### config.mk
export PLATFORM = sky130hd
export DESIGN_NAME = turf_dna_reader
export DESIGN_NICKNAME = d
export VERILOG_FILES = /design/src/rtl/turf_dna_reader.sv
export SDC_FILE = /design/constraint.sdc
export NUM_CORES = 1
export LEC_CHECK = 0
export ABC_AREA = 1
export CAP_MARGIN = 15
export CORE_ASPECT_RATIO = 1.2
export CORE_UTILIZATION = 51
export CTS_CLUSTER_DIAMETER = 200
export DETAILED_ROUTE_END_ITERATION = 6
export PLACE_DENSITY = 0.88
export SLEW_MARGIN = 0
export SYNTH_ARGS = -nofsm -noshare
export SYNTH_HDL_FRONTEND = slang
export SYNTH_SLANG_ARGS = --single-unit
### constraint.sdc
create_clock -name wb_clk_i -period 2.1 [get_ports wb_clk_i]
set_input_delay 0.42 -clock wb_clk_i [delete_from_list [all_inputs] [get_ports wb_clk_i]]
set_output_delay 0.42 -clock wb_clk_i [all_outputs]
set_load 0.02 [all_outputs]
### src/rtl/turf_dna_reader.sv
// rtl/turf_dna_reader.sv - DNA_PORTE2 read sequencer with a Wishbone register window
//
// Purpose: pulses READ on the device DNA port, shifts out the 96 DNA bits and
// latches them into dna_o. This happens once after reset when AUTO_START is set,
// and again whenever software writes CTRL with bit31 set while the block is idle.
// The DNA is presented as three read-only 32-bit words next to a control/status word.
//
// Ports:
//   wb_clk_i, wb_rst_ni         clock (also clocks the DNA primitive), async active-low reset
//   wb_cyc_i, wb_stb_i, wb_we_i Wishbone cycle / strobe / write enable
//   wb_adr_i[3:2]               register select: 0 CTRL/STAT, 1..3 dna_o words
//   wb_dat_i, wb_dat_o          write data / registered read data
//   wb_ack_o                    single-cycle acknowledge; wb_err_o, wb_rty_o tied 0
//   dna_read_o, dna_shift_o     READ / SHIFT to DNA_PORTE2
//   dna_dout_i                  DOUT from DNA_PORTE2
//   dna_o, dna_valid_o          latched DNA (bit 0 = first bit out), completed-read flag

module turf_dna_reader #(
  parameter int unsigned CLK_DIV    = 1,
  parameter bit          AUTO_START = 1'b1
) (
  input  logic        wb_clk_i,
  input  logic        wb_rst_ni,
  input  logic        wb_cyc_i,
  input  logic        wb_stb_i,
  input  logic        wb_we_i,
  input  logic [3:0]  wb_adr_i,
  input  logic [31:0] wb_dat_i,
  output logic [31:0] wb_dat_o,
  output logic        wb_ack_o,
  output logic        wb_err_o,
  output logic        wb_rty_o,
  output logic        dna_read_o,
  output logic        dna_shift_o,
  input  logic        dna_dout_i,
  output logic [95:0] dna_o,
  output logic        dna_valid_o
);

  typedef enum logic [1:0] {
    S_IDLE    = 2'd0,
    S_LOAD    = 2'd1,
    S_CAPTURE = 2'd2,
    S_DONE    = 2'd3
  } state_t;

  localparam logic [7:0] DIV_LAST = 8'(CLK_DIV - 1);

  state_t      r_state;
  state_t      w_state_nxt;
  logic [7:0]  r_presc;
  logic [6:0]  r_bit_cnt;
  logic [95:0] r_sr;
  logic [95:0] r_dna;
  logic        r_valid;
  logic [7:0]  r_seq_cnt;
  logic        r_auto_pend;
  logic        r_ack;
  logic [31:0] r_dat;

  logic        w_tick;
  logic        w_busy;
  logic        w_last_bit;
  logic        w_access;
  logic        w_sw_start;
  logic        w_start;
  logic [31:0] w_rd_mux;
  logic        w_unused;

  assign w_tick     = (r_presc == DIV_LAST);
  assign w_busy     = (r_state != S_IDLE);
  assign w_last_bit = (r_bit_cnt == 7'd95);
  // One access per strobe: the cycle that raises the ack is the cycle the access acts.
  assign w_access   = wb_cyc_i && wb_stb_i && !r_ack;
  assign w_sw_start = w_access && wb_we_i && (wb_adr_i[3:2] == 2'd0) && wb_dat_i[31];
  // Start requests are only honoured in IDLE (see next-state logic), so a request
  // while busy or during DONE is simply dropped rather than queued.
  assign w_start    = r_auto_pend || w_sw_start;
  assign w_unused   = ^{wb_adr_i[1:0], wb_dat_i[30:0]};

  // State register
  always_ff @(posedge wb_clk_i or negedge wb_rst_ni) begin
    if (!wb_rst_ni) begin
      r_state <= S_IDLE;
    end else begin
      r_state <= w_state_nxt;
    end
  end

  // Next-state logic
  always_comb begin
    w_state_nxt = r_state;
    case (r_state)
      S_IDLE:    if (w_start) w_state_nxt = S_LOAD;
      S_LOAD:    if (w_tick) w_state_nxt = S_CAPTURE;
      S_CAPTURE: if (w_tick && w_last_bit) w_state_nxt = S_DONE;
      S_DONE:    w_state_nxt = S_IDLE;
      default:   w_state_nxt = S_IDLE;
    endcase
  end

  // Output decode: the last capture tick reads DOUT without shifting, so 95 shifts
  // present all 96 bits.
  always_comb begin
    dna_read_o  = 1'b0;
    dna_shift_o = 1'b0;
    case (r_state)
      S_LOAD:    dna_read_o  = w_tick;
      S_CAPTURE: dna_shift_o = w_tick && !w_last_bit;
      default: begin
        dna_read_o  = 1'b0;
        dna_shift_o = 1'b0;
      end
    endcase
  end

  // Prescaler, bit counter and capture datapath. The prescaler idles at 0, so it
  // is already clear on entry to LOAD.
  always_ff @(posedge wb_clk_i or negedge wb_rst_ni) begin
    if (!wb_rst_ni) begin
      r_presc     <= 8'd0;
      r_bit_cnt   <= 7'd0;
      r_sr        <= '0;
      r_dna       <= '0;
      r_valid     <= 1'b0;
      r_seq_cnt   <= 8'd0;
      r_auto_pend <= AUTO_START;
    end else begin
      r_auto_pend <= 1'b0;
      case (r_state)
        S_LOAD: begin
          r_presc <= w_tick ? 8'd0 : r_presc + 8'd1;
          if (w_tick) r_bit_cnt <= 7'd0;
        end
        S_CAPTURE: begin
          r_presc <= w_tick ? 8'd0 : r_presc + 8'd1;
          if (w_tick) begin
            // The primitive shifts on this same edge, so the pre-shift DOUT is taken.
            r_sr      <= {dna_dout_i, r_sr[95:1]};
            r_bit_cnt <= r_bit_cnt + 7'd1;
          end
        end
        S_DONE: begin
          r_dna     <= r_sr;
          r_valid   <= 1'b1;
          r_seq_cnt <= r_seq_cnt + 8'd1;
        end
        default: begin
          r_presc   <= 8'd0;
          r_bit_cnt <= 7'd0;
        end
      endcase
    end
  end

  // Register read mux
  always_comb begin
    w_rd_mux = 32'd0;
    case (wb_adr_i[3:2])
      2'd0:    w_rd_mux = {16'd0, r_seq_cnt, 6'd0, w_busy, r_valid};
      2'd1:    w_rd_mux = r_dna[31:0];
      2'd2:    w_rd_mux = r_dna[63:32];
      default: w_rd_mux = r_dna[95:64];
    endcase
  end

  // Wishbone ack and registered read data
  always_ff @(posedge wb_clk_i or negedge wb_rst_ni) begin
    if (!wb_rst_ni) begin
      r_ack <= 1'b0;
      r_dat <= 32'd0;
    end else begin
      r_ack <= w_access;
      if (w_access) r_dat <= w_rd_mux;
    end
  end

  assign wb_ack_o    = r_ack && wb_cyc_i;
  assign wb_dat_o    = r_dat;
  assign wb_err_o    = 1'b0;
  assign wb_rty_o    = 1'b0;
  assign dna_o       = r_dna;
  assign dna_valid_o = r_valid;

endmodule

Word level (Yosys, flattened, before mapping)
Cells that the tools add are included.
- bits in latches: 0
- output and inout port bits: 134
- memory bits (writable): 0
- memories: 0
- register bits: 252
- memory bits (read-only): 0
- word-level logic and storage cells: 55
- input port bits: 42
- magnitude comparators: 0
- shift operators: 0
- reduce and logical (&&, ||, !) cells: 19
- multiply operators: 0
- divide/modulo/power cells: 0
- add/subtract/negate cells: 3
- mux-type cells: 12
- equality and inequality tests: 10
- bitwise gates (word level): 1
- operators by type and width (operator ; number):
    32-bit case mux with 3 select lines ; 1
    7-bit case mux with 3 select lines ; 1
    8-bit by 1-bit adder with 8-bit output, second input constant ; 2
    8-bit case mux with 2 select lines ; 1
    7-bit 2-to-1 mux ; 2
    1-bit logical AND ; 8
    8-bit zero test ; 1
    8-bit 2-to-1 mux ; 1
    2-bit inequality test, second input constant ; 4
    2-bit case mux with 4 select lines ; 1
    7-bit by 1-bit adder with 7-bit output, second input constant ; 1
    7-bit == test, second input constant ; 1
    2-bit == test, second input constant ; 3
    2-bit 2-to-1 mux ; 3
    3-bit AND reduction ; 2
    2-bit by 1-bit == test with 1-bit output, second input constant ; 2
    2-bit zero test ; 2
    1-bit zero test ; 2
    1-bit 2-to-1 mux ; 2
    2-bit AND reduction ; 1
    2-bit nonzero test ; 1
    2-bit OR reduction ; 1
    1-bit logical OR ; 1
    1-bit inverter ; 1

Longest topological paths before layout
- depth after elaboration: 8
- mapped depth: 10

Worst setup path after synthesis
No wires, ideal clock.
- path type: reg-to-output
- start: register r_state[0]
- end: output port dna_shift_o
- path slack: 65 ps
- stages on the path, launching flop included: 9
- required time: 1680 ps
- path buffers: 2
- arrival: 1615 ps
- path through: dfrtp_1 -> inv_1 -> ha_1 -> buf_2 -> inv_1 -> nor2_8 -> inv_2 -> buf_2 -> a21oi_1
- word-level cells in the longest chain between the ends: 2
- RTL lines (item ; RTL line ; RTL):
    start: declaration ; 49 ; state_t r_state;
    start signal: assignment ; 86 ; r_state <= w_state_nxt;
    2-bit == test ; 107 ; case (r_state)
    1-bit 2-to-1 mux ; 107 ;
    end: declaration ; 34 ; output logic dna_shift_o,
Every way passes these cells.

Worst setup path in the final report
- start: register r_presc[0]
- end: output port dna_shift_o
- word-level cells in the longest chain between the ends: 3
- RTL lines (item ; RTL line ; RTL):
    start: declaration ; 51 ; logic [7:0] r_presc;
    start signal: assignment ; 132 ; r_presc <= w_tick ? 8'd0 : r_presc + 8'd1;
    start signal: assignment ; 136 ; r_presc <= w_tick ? 8'd0 : r_presc + 8'd1;
    8-bit zero test ; 70 ; assign w_tick = (r_presc == DIV_LAST);
    1-bit logical AND ; 109 ; S_CAPTURE: dna_shift_o = w_tick && !w_last_bit;
    1-bit 2-to-1 mux ; 107 ;
Every way passes these cells.

==> results.json <==
{
  "path_clk_slew_ps": 60,
  "syn_inst": 1153,
  "pre_cts_ws_ps": -115.7,
  "min_period_ps": 2262,
  "die_y_microns": 158.5,
  "yosys-top-cells-area": "dfrtp_1, nand2_1, o21ai_0",
  "postSynthAreaPerCell_sq_um": 9.031,
  "rows": 56,
  "grt_pass1_wl_microns": 45350,
  "cts_max_level": 1,
  "coreArea_sq_um": 19760,
  "wirelength_microns": 28980,
  "reg2reg_to": "r_sr[82]",
  "die_w_microns": 132.4,
  "antenna_found_initial": 0,
  "cts_tree": "built",
  "synthFlopType": "dfrtp_1",
  "slew_viol_final": 0,
  "period_share_pct": 107.7,
  "clock_sinks": 252,
  "crit_path_max_fanout": 2,
  "violations": "negative setup slack",
  "required_ps": 1680,
  "p_int_mw": 9.211,
  "insertion_delay_ps": 530,
  "end_kind": "primary output",
  "p_leak_nw": 5.951,
  "place.gp.congestion": 0.8614,
  "swShare_pct": 33.18,
  "final_area_sq_um": 13250,
  "synth_edf_count": 0,
  "power_frac_comb_pct": 25.8,
  "wl_per_cell_microns": 18.18,
  "dpl_cell_area_sq_um": 12270,
  "remaining_drc_errors": 0,
  "final.setup.tns_ps": -283.1,
  "num_io_pins": 176,
  "io_buffers": 140,
  "yosysWarnings": 0,
  "ir_drop_mv": 0.7775,
  "num_antenna_cells": 0,
  "antenna_left": 0,
  "nets": 1365,
  "vias_per_cell": 5.600,
  "detail_route.first_pass.iterations": 6,
  "ys_top_cells_by_count": "nand2_1, dfrtp_1, o21ai_0",
  "synth_cell_types": 32,
  "drive_gt1_share_pct": 9.002,
  "worst_pin_slew_ps": 640.6,
  "seq_area_frac_synth_pct": 60.57,
  "r2r-start": "r_presc[0]",
  "clockBufferDepth": 3,
  "ys_ff_latch": 252,
  "finClkSkew_ps": 22.53,
  "fp.dieArea_sq_um": 20990,
  "via_count": 8927,
  "run_status": "complete, but fails checks",
  "grt_max_degree": 118,
  "arrival_ps": 1840,
  "rsz0062_at_grt": "true",
  "synthArstFlopShare_pct": 100.0,
  "hold_path_class": "in2async",
  "hold_violations": 0,
  "first_global_vias": 8846,
  "fmax_ghz": 0.4420,
  "power_density_nw_per_um2": 1040,
  "syn_area_sq_um": 10410,
  "drv_cap": 0,
  "yosys.area.top_type": "dfrtp_1",
  "ctsRootBufferMaster": "clkbuf_16",
  "fin_total_pwr_mw": 13.78,
  "gr-usage-all-layers_pct": 27.53,
  "initial_core_util_pct": 52.70,
  "cp-start-kind": "register",
  "synth.most_common_cell": "nand2_1",
  "relSlewSlack_pct": 57.13,
  "r2r_slack_ps": 20,
  "finalSetupViolations": 2,
  "cts_buffers": 25,
  "layout.filler_cells": 1380,
  "setup_slack_ps": -162.5,
  "worstSetupPathType": "reg2out",
  "clkPwrFrac_pct": 32.8,
  "area_delta_synth_final_pct": 27.24,
  "yosysTopAreaCellShare_pct": 60.32,
  "gr-total-overflow": 0,
  "whs_ps": 455.2,
  "drtIter0Drc": 918,
  "seqPwrFrac_pct": 41.5,
  "dp_hpwl_microns": 19210,
  "r2r_cells": 12,
  "p_switching_mw": 4.573
}
critical path, cell delays in order, from the launching register on:
cell and delay (ps):
dfrtp_1 390, inv_2 110, ha_4 170, nand2_4 50, nor2_4 120, nand2_4 80
nor2_8 90, inv_2 50, a21oi_2 110, buf_6 130
metrics by stage:
stage,instances,util (%)
2_1_floorplan,1155,-
3_3_place_gp,1540,62.09
3_5_place_dp,1540,62.09
4_1_cts,1589,66.62
5_1_grt,1594,67.05
6_report,1594,67.05
power groups by stage:
| stage | Combinational [mW] | Clock [mW] | Sequential [mW] |
|---|---|---|---|
| after floorplan | 1.92 | 0 | 5.93 |
| after global placement | 3.16 | 0 | 5.75 |
| after detailed placement | 3.26 | 0 | 5.77 |
| after CTS | 3.33 | 4.56 | 5.69 |
| after global routing | 3.84 | 4.74 | 5.75 |
| final | 3.55 | 4.52 | 5.71 |
area by class of cell:
cell class	instances	area, sq um	share of cell area, %
sequential	252	6307	47.61
clock inverter	9	112.6	0.8499
clock buffer	36	726.9	5.487
inverter	131	494.2	3.730
timing repair buffer	194	1986	14.99
tap	261	326.6	2.465
multi-input combinational	711	3296	24.87
how the worst max path moves through the flow:
| stage | startpoint | end | slack [ps] | depth (start not counted) |
|---|---|---|---|---|
| floorplan | r_state[0] | dna_shift_o | 70 | 8 |
| global placement | r_presc[0] | dna_shift_o | -40 | 9 |
| detailed placement | r_presc[0] | dna_shift_o | -120 | 9 |
| CTS | r_presc[1] | dna_shift_o | -90 | 9 |
| global route | r_presc[1] | dna_shift_o | -210 | 9 |
| finish | r_presc[0] | dna_shift_o | -160 | 9 |
registers in the layout, indices dropped and copies added (netlist names), 2 cells and up:
name / cells
wb_dat_o: 32
r_presc: 8
r_state: 2
r_bit_cnt: 7
r_seq_cnt: 8
dna_o: 96
r_sr: 96
cells in the final DEF, fill, tap and decap left out, types with 4 or more instances in the layout:
cell             netlist  final
clkbuf_1              15      5
nand3_1               22     22
clkdlybuf4s50_1        0    136
buf_4                  6     40
dfrtp_1              251    251
a21oi_1               25     24
clkinvlp_4             0      4
a31oi_1               15     15
buf_12                 0     10
o22a_1                 5      5
inv_1                123    120
inv_2                  8     10
o21ai_0              146    146
nand4_1                6      6
nand2_1              345    344
xor2_1                 8      8
clkbuf_8               0      6
nor2_1                41     39
o21ai_1               72     72
ha_1                   8      7
clkbuf_16              0     26
metal layers:
metal | share of wire, % | vias up | global-route usage, %
li1 | - | 3981 | -
met1 | 38 | 4381 | 34.56
met2 | 50 | 464 | 47.79
met3 | 8.2 | 101 | 3.789
met4 | 4.4 | 0 | 12.48
met5 | 0 | - | 0
repair_timing:
item	4_1_cts	5_1_grt
gates cloned	0	1
hold buffers	1	0
setup buffers	3	4
pin swaps	4	3
gates resized for setup	18	7
endpoints found under the setup margin	2	8
hold endpoints to repair	58	0
cells by family after synthesis:
logic type,share of synthesized area (%)
flops,60.57
compound gates,13.40
xor+xnor,0.7571
simple gates,16.05
buf+inv,8.219
fa+ha+maj,0.9613
other cells,0.03601
Note: power is estimated with default switching activity, not from simulation.
